File: src/rtl/radix_dif_bfly_pkg.sv
// Shared payload type and fixed-point helpers for the radix-2 DIF butterfly.
// Defining RADIX_DIF_ROUND_EN switches shifted paths from floor to round-half-up.
package radix_dif_bfly_pkg;

  // Payload fields are sized for the widest supported build (bit_width <= 24,
  // bit_width_tw_factor <= 16) and carry sign-extended values.
  localparam int MAX_BW = 24;
  localparam int MAX_TW = 16;
  localparam int SD_W   = MAX_BW + 1;
  localparam int PR_W   = SD_W + MAX_TW;

`ifdef RADIX_DIF_ROUND_EN
  localparam bit ROUND_EN = 1'b1;
`else
  localparam bit ROUND_EN = 1'b0;
`endif

  typedef struct packed {
    logic signed [SD_W-1:0]   sum_re;
    logic signed [SD_W-1:0]   sum_im;
    logic signed [SD_W-1:0]   dif_re;
    logic signed [SD_W-1:0]   dif_im;
    logic signed [MAX_TW-1:0] cos_w;
    logic signed [MAX_TW-1:0] sin_w;
    logic                     inverse;
  } stage_pl_t;

  function automatic logic signed [63:0] sat_fn(input logic signed [63:0] v, input int w);
    logic signed [63:0] hi;
    logic signed [63:0] lo;
    hi = (64'sd1 <<< (w - 1)) - 64'sd1;
    lo = -(64'sd1 <<< (w - 1));
    if (v > hi)      sat_fn = hi;
    else if (v < lo) sat_fn = lo;
    else             sat_fn = v;
  endfunction

  function automatic logic signed [63:0] rnd_ofs(input int sh);
    if (ROUND_EN && (sh > 0)) rnd_ofs = 64'sd1 <<< (sh - 1);
    else                      rnd_ofs = '0;
  endfunction

  function automatic logic signed [63:0] shift_rnd(input logic signed [63:0] v, input int sh);
    shift_rnd = (v + rnd_ofs(sh)) >>> sh;
  endfunction

endpackage

File: src/rtl/radix_dif_rot.sv
// Twiddle rotation for the o2 path: S2 registers the four partial products,
// S3 combines, shifts, rounds and saturates one complex value.
module radix_dif_rot
  import radix_dif_bfly_pkg::*;
#(
  parameter int bit_width           = 16,
  parameter int bit_width_tw_factor = 8,
  parameter int SCALE               = 0
) (
  input  logic                     clk_i,
  input  logic                     rst_ni,
  input  logic                     ld2_i,
  input  logic                     ld3_i,
  input  logic signed [SD_W-1:0]   dr_i,
  input  logic signed [SD_W-1:0]   di_i,
  input  logic signed [MAX_TW-1:0] c_i,
  input  logic signed [MAX_TW-1:0] s_i,
  input  logic                     inv_i,
  output logic [bit_width-1:0]     re_o,
  output logic [bit_width-1:0]     im_o,
  output logic                     sat_o
);

  localparam int SH = bit_width_tw_factor - 2 + SCALE;

  logic signed [PR_W-1:0] p_rc_q, p_is_q, p_ic_q, p_rs_q;
  logic                   inv_q;
  logic signed [63:0]     re_acc, im_acc, re_sh, im_sh, re_sat, im_sat;

  // Inverse uses conj(W), which only flips the sign of the sin terms.
  always_comb begin
    re_acc = inv_q ? (64'(p_rc_q) + 64'(p_is_q)) : (64'(p_rc_q) - 64'(p_is_q));
    im_acc = inv_q ? (64'(p_ic_q) - 64'(p_rs_q)) : (64'(p_ic_q) + 64'(p_rs_q));
    re_sh  = shift_rnd(re_acc, SH);
    im_sh  = shift_rnd(im_acc, SH);
    re_sat = sat_fn(re_sh, bit_width);
    im_sat = sat_fn(im_sh, bit_width);
  end

  always_ff @(posedge clk_i or negedge rst_ni) begin
    if (!rst_ni) begin
      p_rc_q <= '0;
      p_is_q <= '0;
      p_ic_q <= '0;
      p_rs_q <= '0;
      inv_q  <= 1'b0;
      re_o   <= '0;
      im_o   <= '0;
      sat_o  <= 1'b0;
    end else begin
      if (ld2_i) begin
        p_rc_q <= PR_W'(dr_i) * PR_W'(c_i);
        p_is_q <= PR_W'(di_i) * PR_W'(s_i);
        p_ic_q <= PR_W'(di_i) * PR_W'(c_i);
        p_rs_q <= PR_W'(dr_i) * PR_W'(s_i);
        inv_q  <= inv_i;
      end
      if (ld3_i) begin
        re_o  <= bit_width'(re_sat);
        im_o  <= bit_width'(im_sat);
        sat_o <= (re_sat != re_sh) || (im_sat != im_sh);
      end
    end
  end

endmodule

File: src/rtl/radix_dif_bfly.sv
// Pipelined radix-2 DIF butterfly: o1 = (a+b)>>SCALE, o2 = rotated (a-b), 3 stages.
// Build option: RADIX_DIF_ROUND_EN gives round-half-up on shifted paths (floor otherwise).
module radix_dif_bfly
  import radix_dif_bfly_pkg::*;
#(
  parameter int bit_width           = 16,
  parameter int bit_width_tw_factor = 8,
  parameter int SCALE               = 0
) (
  input  logic                           clk,
  input  logic                           rst_n,
  input  logic                           in_valid,
  output logic                           in_ready,
  input  logic                           inverse,
  input  logic [bit_width_tw_factor-1:0] cos_data,
  input  logic [bit_width_tw_factor-1:0] sin_data,
  input  logic [bit_width-1:0]           Re_i1,
  input  logic [bit_width-1:0]           Im_i1,
  input  logic [bit_width-1:0]           Re_i2,
  input  logic [bit_width-1:0]           Im_i2,
  output logic                           out_valid,
  input  logic                           out_ready,
  output logic [bit_width-1:0]           Re_o1,
  output logic [bit_width-1:0]           Im_o1,
  output logic [bit_width-1:0]           Re_o2,
  output logic [bit_width-1:0]           Im_o2,
  output logic                           out_sat
);

  logic                   v1_q, v2_q, v3_q;
  logic                   ld1, ld2, ld3;
  stage_pl_t              s1_d, s1_q;
  logic signed [SD_W-1:0] sum2_re_q, sum2_im_q;
  logic [bit_width-1:0]   o1_re_q, o1_im_q;
  logic                   o1_sat_q, o2_sat;
  logic signed [63:0]     o1_re_sh, o1_im_sh, o1_re_sat, o1_im_sat;

  // Handshake: a transfer happens on a rising edge where valid and ready are both
  // high. A stage loads when empty or when its successor loads, so bubbles
  // collapse and a stalled output freezes every full stage behind it.
  assign ld3       = !v3_q || out_ready;
  assign ld2       = !v2_q || ld3;
  assign ld1       = !v1_q || ld2;
  assign in_ready  = ld1;
  assign out_valid = v3_q;

  always_comb begin
    s1_d         = '0;
    s1_d.sum_re  = SD_W'($signed(Re_i1)) + SD_W'($signed(Re_i2));
    s1_d.sum_im  = SD_W'($signed(Im_i1)) + SD_W'($signed(Im_i2));
    s1_d.dif_re  = SD_W'($signed(Re_i1)) - SD_W'($signed(Re_i2));
    s1_d.dif_im  = SD_W'($signed(Im_i1)) - SD_W'($signed(Im_i2));
    s1_d.cos_w   = MAX_TW'($signed(cos_data));
    s1_d.sin_w   = MAX_TW'($signed(sin_data));
    s1_d.inverse = inverse;
  end

  always_comb begin
    o1_re_sh  = shift_rnd(64'(sum2_re_q), SCALE);
    o1_im_sh  = shift_rnd(64'(sum2_im_q), SCALE);
    o1_re_sat = sat_fn(o1_re_sh, bit_width);
    o1_im_sat = sat_fn(o1_im_sh, bit_width);
  end

  always_ff @(posedge clk or negedge rst_n) begin
    if (!rst_n) begin
      v1_q      <= 1'b0;
      v2_q      <= 1'b0;
      v3_q      <= 1'b0;
      s1_q      <= '0;
      sum2_re_q <= '0;
      sum2_im_q <= '0;
      o1_re_q   <= '0;
      o1_im_q   <= '0;
      o1_sat_q  <= 1'b0;
    end else begin
      if (ld1) v1_q <= in_valid;
      if (ld2) v2_q <= v1_q;
      if (ld3) v3_q <= v2_q;
      if (ld1 && in_valid) s1_q <= s1_d;
      if (ld2 && v1_q) begin
        sum2_re_q <= s1_q.sum_re;
        sum2_im_q <= s1_q.sum_im;
      end
      if (ld3 && v2_q) begin
        o1_re_q  <= bit_width'(o1_re_sat);
        o1_im_q  <= bit_width'(o1_im_sat);
        o1_sat_q <= (o1_re_sat != o1_re_sh) || (o1_im_sat != o1_im_sh);
      end
    end
  end

  radix_dif_rot #(
    .bit_width           (bit_width),
    .bit_width_tw_factor (bit_width_tw_factor),
    .SCALE               (SCALE)
  ) u_rot (
    .clk_i  (clk),
    .rst_ni (rst_n),
    .ld2_i  (ld2 && v1_q),
    .ld3_i  (ld3 && v2_q),
    .dr_i   (s1_q.dif_re),
    .di_i   (s1_q.dif_im),
    .c_i    (s1_q.cos_w),
    .s_i    (s1_q.sin_w),
    .inv_i  (s1_q.inverse),
    .re_o   (Re_o2),
    .im_o   (Im_o2),
    .sat_o  (o2_sat)
  );

  assign Re_o1   = o1_re_q;
  assign Im_o1   = o1_im_q;
  assign out_sat = o1_sat_q || o2_sat;

endmodule

File: config.mk
export PLATFORM = sky130hd
export DESIGN_NAME = radix_dif_bfly
export DESIGN_NICKNAME = d
export VERILOG_FILES = /design/src/rtl/radix_dif_bfly_pkg.sv /design/src/rtl/radix_dif_rot.sv /design/src/rtl/radix_dif_bfly.sv
export SDC_FILE = /design/constraint.sdc
export NUM_CORES = 2
export LEC_CHECK = 0
export CAP_MARGIN = 25
export CORE_MARGIN = 2
export CORE_UTILIZATION = 64
export DETAILED_ROUTE_END_ITERATION = 6
export GPL_TIMING_DRIVEN = 0
export PLACE_DENSITY_LB_ADDON = 0.12
export SETUP_SLACK_MARGIN = 0.2
export SYNTH_ARGS = -nofsm -noshare
export SYNTH_HDL_FRONTEND = slang
export SYNTH_SLANG_ARGS = --single-unit
File: constraint.sdc
create_clock -name clk -period 7.3 [get_ports clk]
set_clock_uncertainty 0.2 [all_clocks]
set_input_delay 0.73 -clock clk [delete_from_list [all_inputs] [get_ports clk]]
set_output_delay 0.73 -clock clk [all_outputs]
set_load 0.01 [all_outputs]
==> flow_metrics.tcl <==
set metrics [dict create \
    status "finished, final reports clean" \
    numCtsBuffers 34 \
    vias 28800 \
    worstSkewPairLatency_ns 0.55 \
    slew_headroom_pct 27.1 \
    antenna_found_initial 8 \
    fin_crit_sh_pct 95.6 \
    hold_violations 0 \
    setup.worst_path.class "reg2reg" \
    die_h_um 240 \
    synthCells 3966 \
    cts_setup_buffers 0 \
    die-area_um2 57700 \
    synth_fp_nets 4801 \
    synth-xor-area-share_pct 5.27 \
    die_w_um 240 \
    arrival_ns 7.22 \
    synth_mux_area_share_pct 2.49 \
    clk_pin_slew_worst_paths_ns 0.07 \
    ys_top_cells_by_area "fa_1 (25%), dfrtp_1 (20%), ha_1 (11%)" \
    layout.nets 4992 \
    synth_top_cell_area_share_pct 24.7 \
    ios 152 \
    drc 0 \
    grt_overflow 0 \
    slew_viol_final 0 \
    tritoncts "yes" \
    cts-root-buf "clkbuf_16" \
    wire_per_inst_um 21.3 \
    synth_area_um2 35700 \
    fmax_mhz 143 \
    ys_async_sr_fraction_pct 100 \
    ant_nets 0 \
    htreeDepth 2 \
    drt-total-wl_mm 105 \
    ctsLongestPathBuffers 3 \
    synth_top_family_by_area "adder cells" \
    gp_congestion 0.995 \
    core_um2 55200 \
    synth_compound_area_share_pct 10.9 \
    layout_common_cells "inv_1 (582), nand2_1 (485), fa_1 (440)" \
    synth_edf_count 0 \
    drive_above_1_share_pct 4.97 \
    grt_pass1_wl_mm 162 \
    numPortBuffers 151 \
    setup-violations-final 0 \
    drv_cap 0 \
    grt_util_all_layers_pct 37.5 \
    cp_max_fo 10 \
    worstHoldPathType "reg2reg" \
    fillCellCount 4439 \
    drt_first_pass_iters 6 \
    synth.distinct_cells 73 \
    grt_max_degree 116 \
    grt_setup_unrepaired "true" \
    start_util_pct 64.7 \
    final_common_cell "inv_1" \
    worstPathRequired_ns 7.54 \
    synth_top_area_cell "fa_1" \
    final_cells 4934 \
    synth-simple-area-share_pct 17.2 \
    ys_seq_area_share_pct 20.1 \
    yosys_warnings 0 \
    viasPerCell 5.84 \
    placedCellCount 4868 \
    rows 86 \
    hpwl_mm 84.8 \
    setup_ws_ns 0.322 \
    max_slew.worst_pin.slew_ns 1.07 \
    ys.flop_type "dfrtp_1" \
    avgSynthCellArea_um2 9.01 \
    cp-start-kind "flop" \
    fin_crit_ns 6.98 \
    grt_pass1_vias 28300 \
    syn2layout_area_growth_pct 10.3 \
    first_iter_violations 2503 \
    clock_sinks 287 \
    pre_cts_slack_ns 0.0394 \
    ys_ff_latch 287 \
    yosys.area_share.adder_pct 35.9 \
    cp-end-kind "flop" \
]
## routing by layer
metal  vias up  part of all wire (%)  global-route usage, %
met5         -                     0                      0
met4         0                   5.5                   17.7
met3       269                    10                   8.14
met2      1290                    44                   56.9
met1     14200                    41                   51.5
li1      13000                     -                      -
## worst max-delay path, cell delays in order, from the launching register on
cell	delay (ns)
dfrtp_1	0.71
clkbuf_1	0.65
nand2_1	0.15
fa_1	0.50
fa_1	0.52
inv_1	0.05
fa_1	0.46
fa_1	0.49
ha_1	0.35
o21ai_0	0.13
a21boi_0	0.21
or4_1	0.54
a41o_1	0.32
o311a_1	0.39
o41ai_2	0.47
a21oi_1	0.16
nor2_1	0.17
xnor2_1	0.12
mux2_2	0.27
## kinds of logic after synthesis
logic type	count (synthesis)
compound gates	630
xor+xnor	215
fa+ha+maj	765
buf+inv	758
flops	287
mux	79
simple gates	1232
## cell usage after synthesis, types with 15 or more instances
cell type,instances
a211oi_1,19
a21o_1,46
a21oi_1,142
a31oi_1,18
and2_1,332
and3_1,15
clkbuf_1,169
dfrtp_1,287
fa_1,440
ha_1,310
inv_1,582
maj3_1,15
mux2_2,78
nand2_1,485
nand2b_1,87
nand3_1,33
nor2_1,130
nor2b_1,25
nor3_1,41
o21a_1,19
o21ai_0,236
o21bai_1,27
o31ai_1,23
or3_1,15
xnor2_1,143
xor2_1,72
## metrics by stage
step	hold WS (ns)	utilization (%)	TNS (ns)	cell area, um2
after floorplan	0.234	-	0	35700
after global placement	0.254	69.2	-2081.22	38200
after detailed placement	0.259	69.3	0	38300
after CTS	0.272	71.3	0	39400
after global routing	0.285	71.4	0	39400
final	0.269	71.4	0	39400
## sequential cells by signal, indices dropped and copies added (netlist names), 16 cells and up
| signal | flops |
|---|---|
| Im_o1 | 16 |
| Re_o1 | 16 |
| s1_q | 83 |
| sum2_im_q | 17 |
| sum2_re_q | 17 |
| u_rot.im_o | 16 |
| u_rot.p_ic_q | 25 |
| u_rot.p_is_q | 25 |
| u_rot.p_rc_q | 25 |
| u_rot.p_rs_q | 25 |
| u_rot.re_o | 16 |
## repair_timing
action                                 CTS  global route
endpoints found under the hold margin   65             0
hold buffers                             1             0
setup endpoints to repair                4            11
gates resized for setup                  2            36
## area by class of cell
| class | count | area (um2) | share of cell area (%) |
|---|---|---|---|
| Sequential cell | 287 | 7180 | 18.2 |
| Clock buffer | 45 | 983 | 2.49 |
| Buffer | 176 | 716 | 1.82 |
| Inverter | 582 | 2180 | 5.54 |
| Tap cell | 748 | 936 | 2.37 |
| Multi-Input combinational cell | 2921 | 25700 | 65.2 |
| Antenna cell | 5 | 12.5 | 0.0317 |
| Timing Repair Buffer | 155 | 1600 | 4.05 |
| Clock inverter | 15 | 120 | 0.305 |
## final timing paths
| kind | from | to | slack [ns] | depth (start not counted) |
|---|---|---|---|---|
| max in group asynchronous | rst_n | s1_q[95] | 4.79 | 4 |
| min in group asynchronous | rst_n | u_rot.re_o[11] | 0.52 | 2 |
| worst max register to register | s1_q[17] | u_rot.p_rc_q[24] | 0.32 | 18 |
| worst max-delay path | s1_q[17] | u_rot.p_rc_q[24] | 0.32 | 18 |
| worst min register to register | Im_o1[6] | Im_o1[6] | 0.27 | 2 |
| worst min-delay path | Im_o1[6] | Im_o1[6] | 0.27 | 2 |
Power is not shown: default switching activity piles up to over one toggle a cycle in this logic, so the estimate is an artifact.
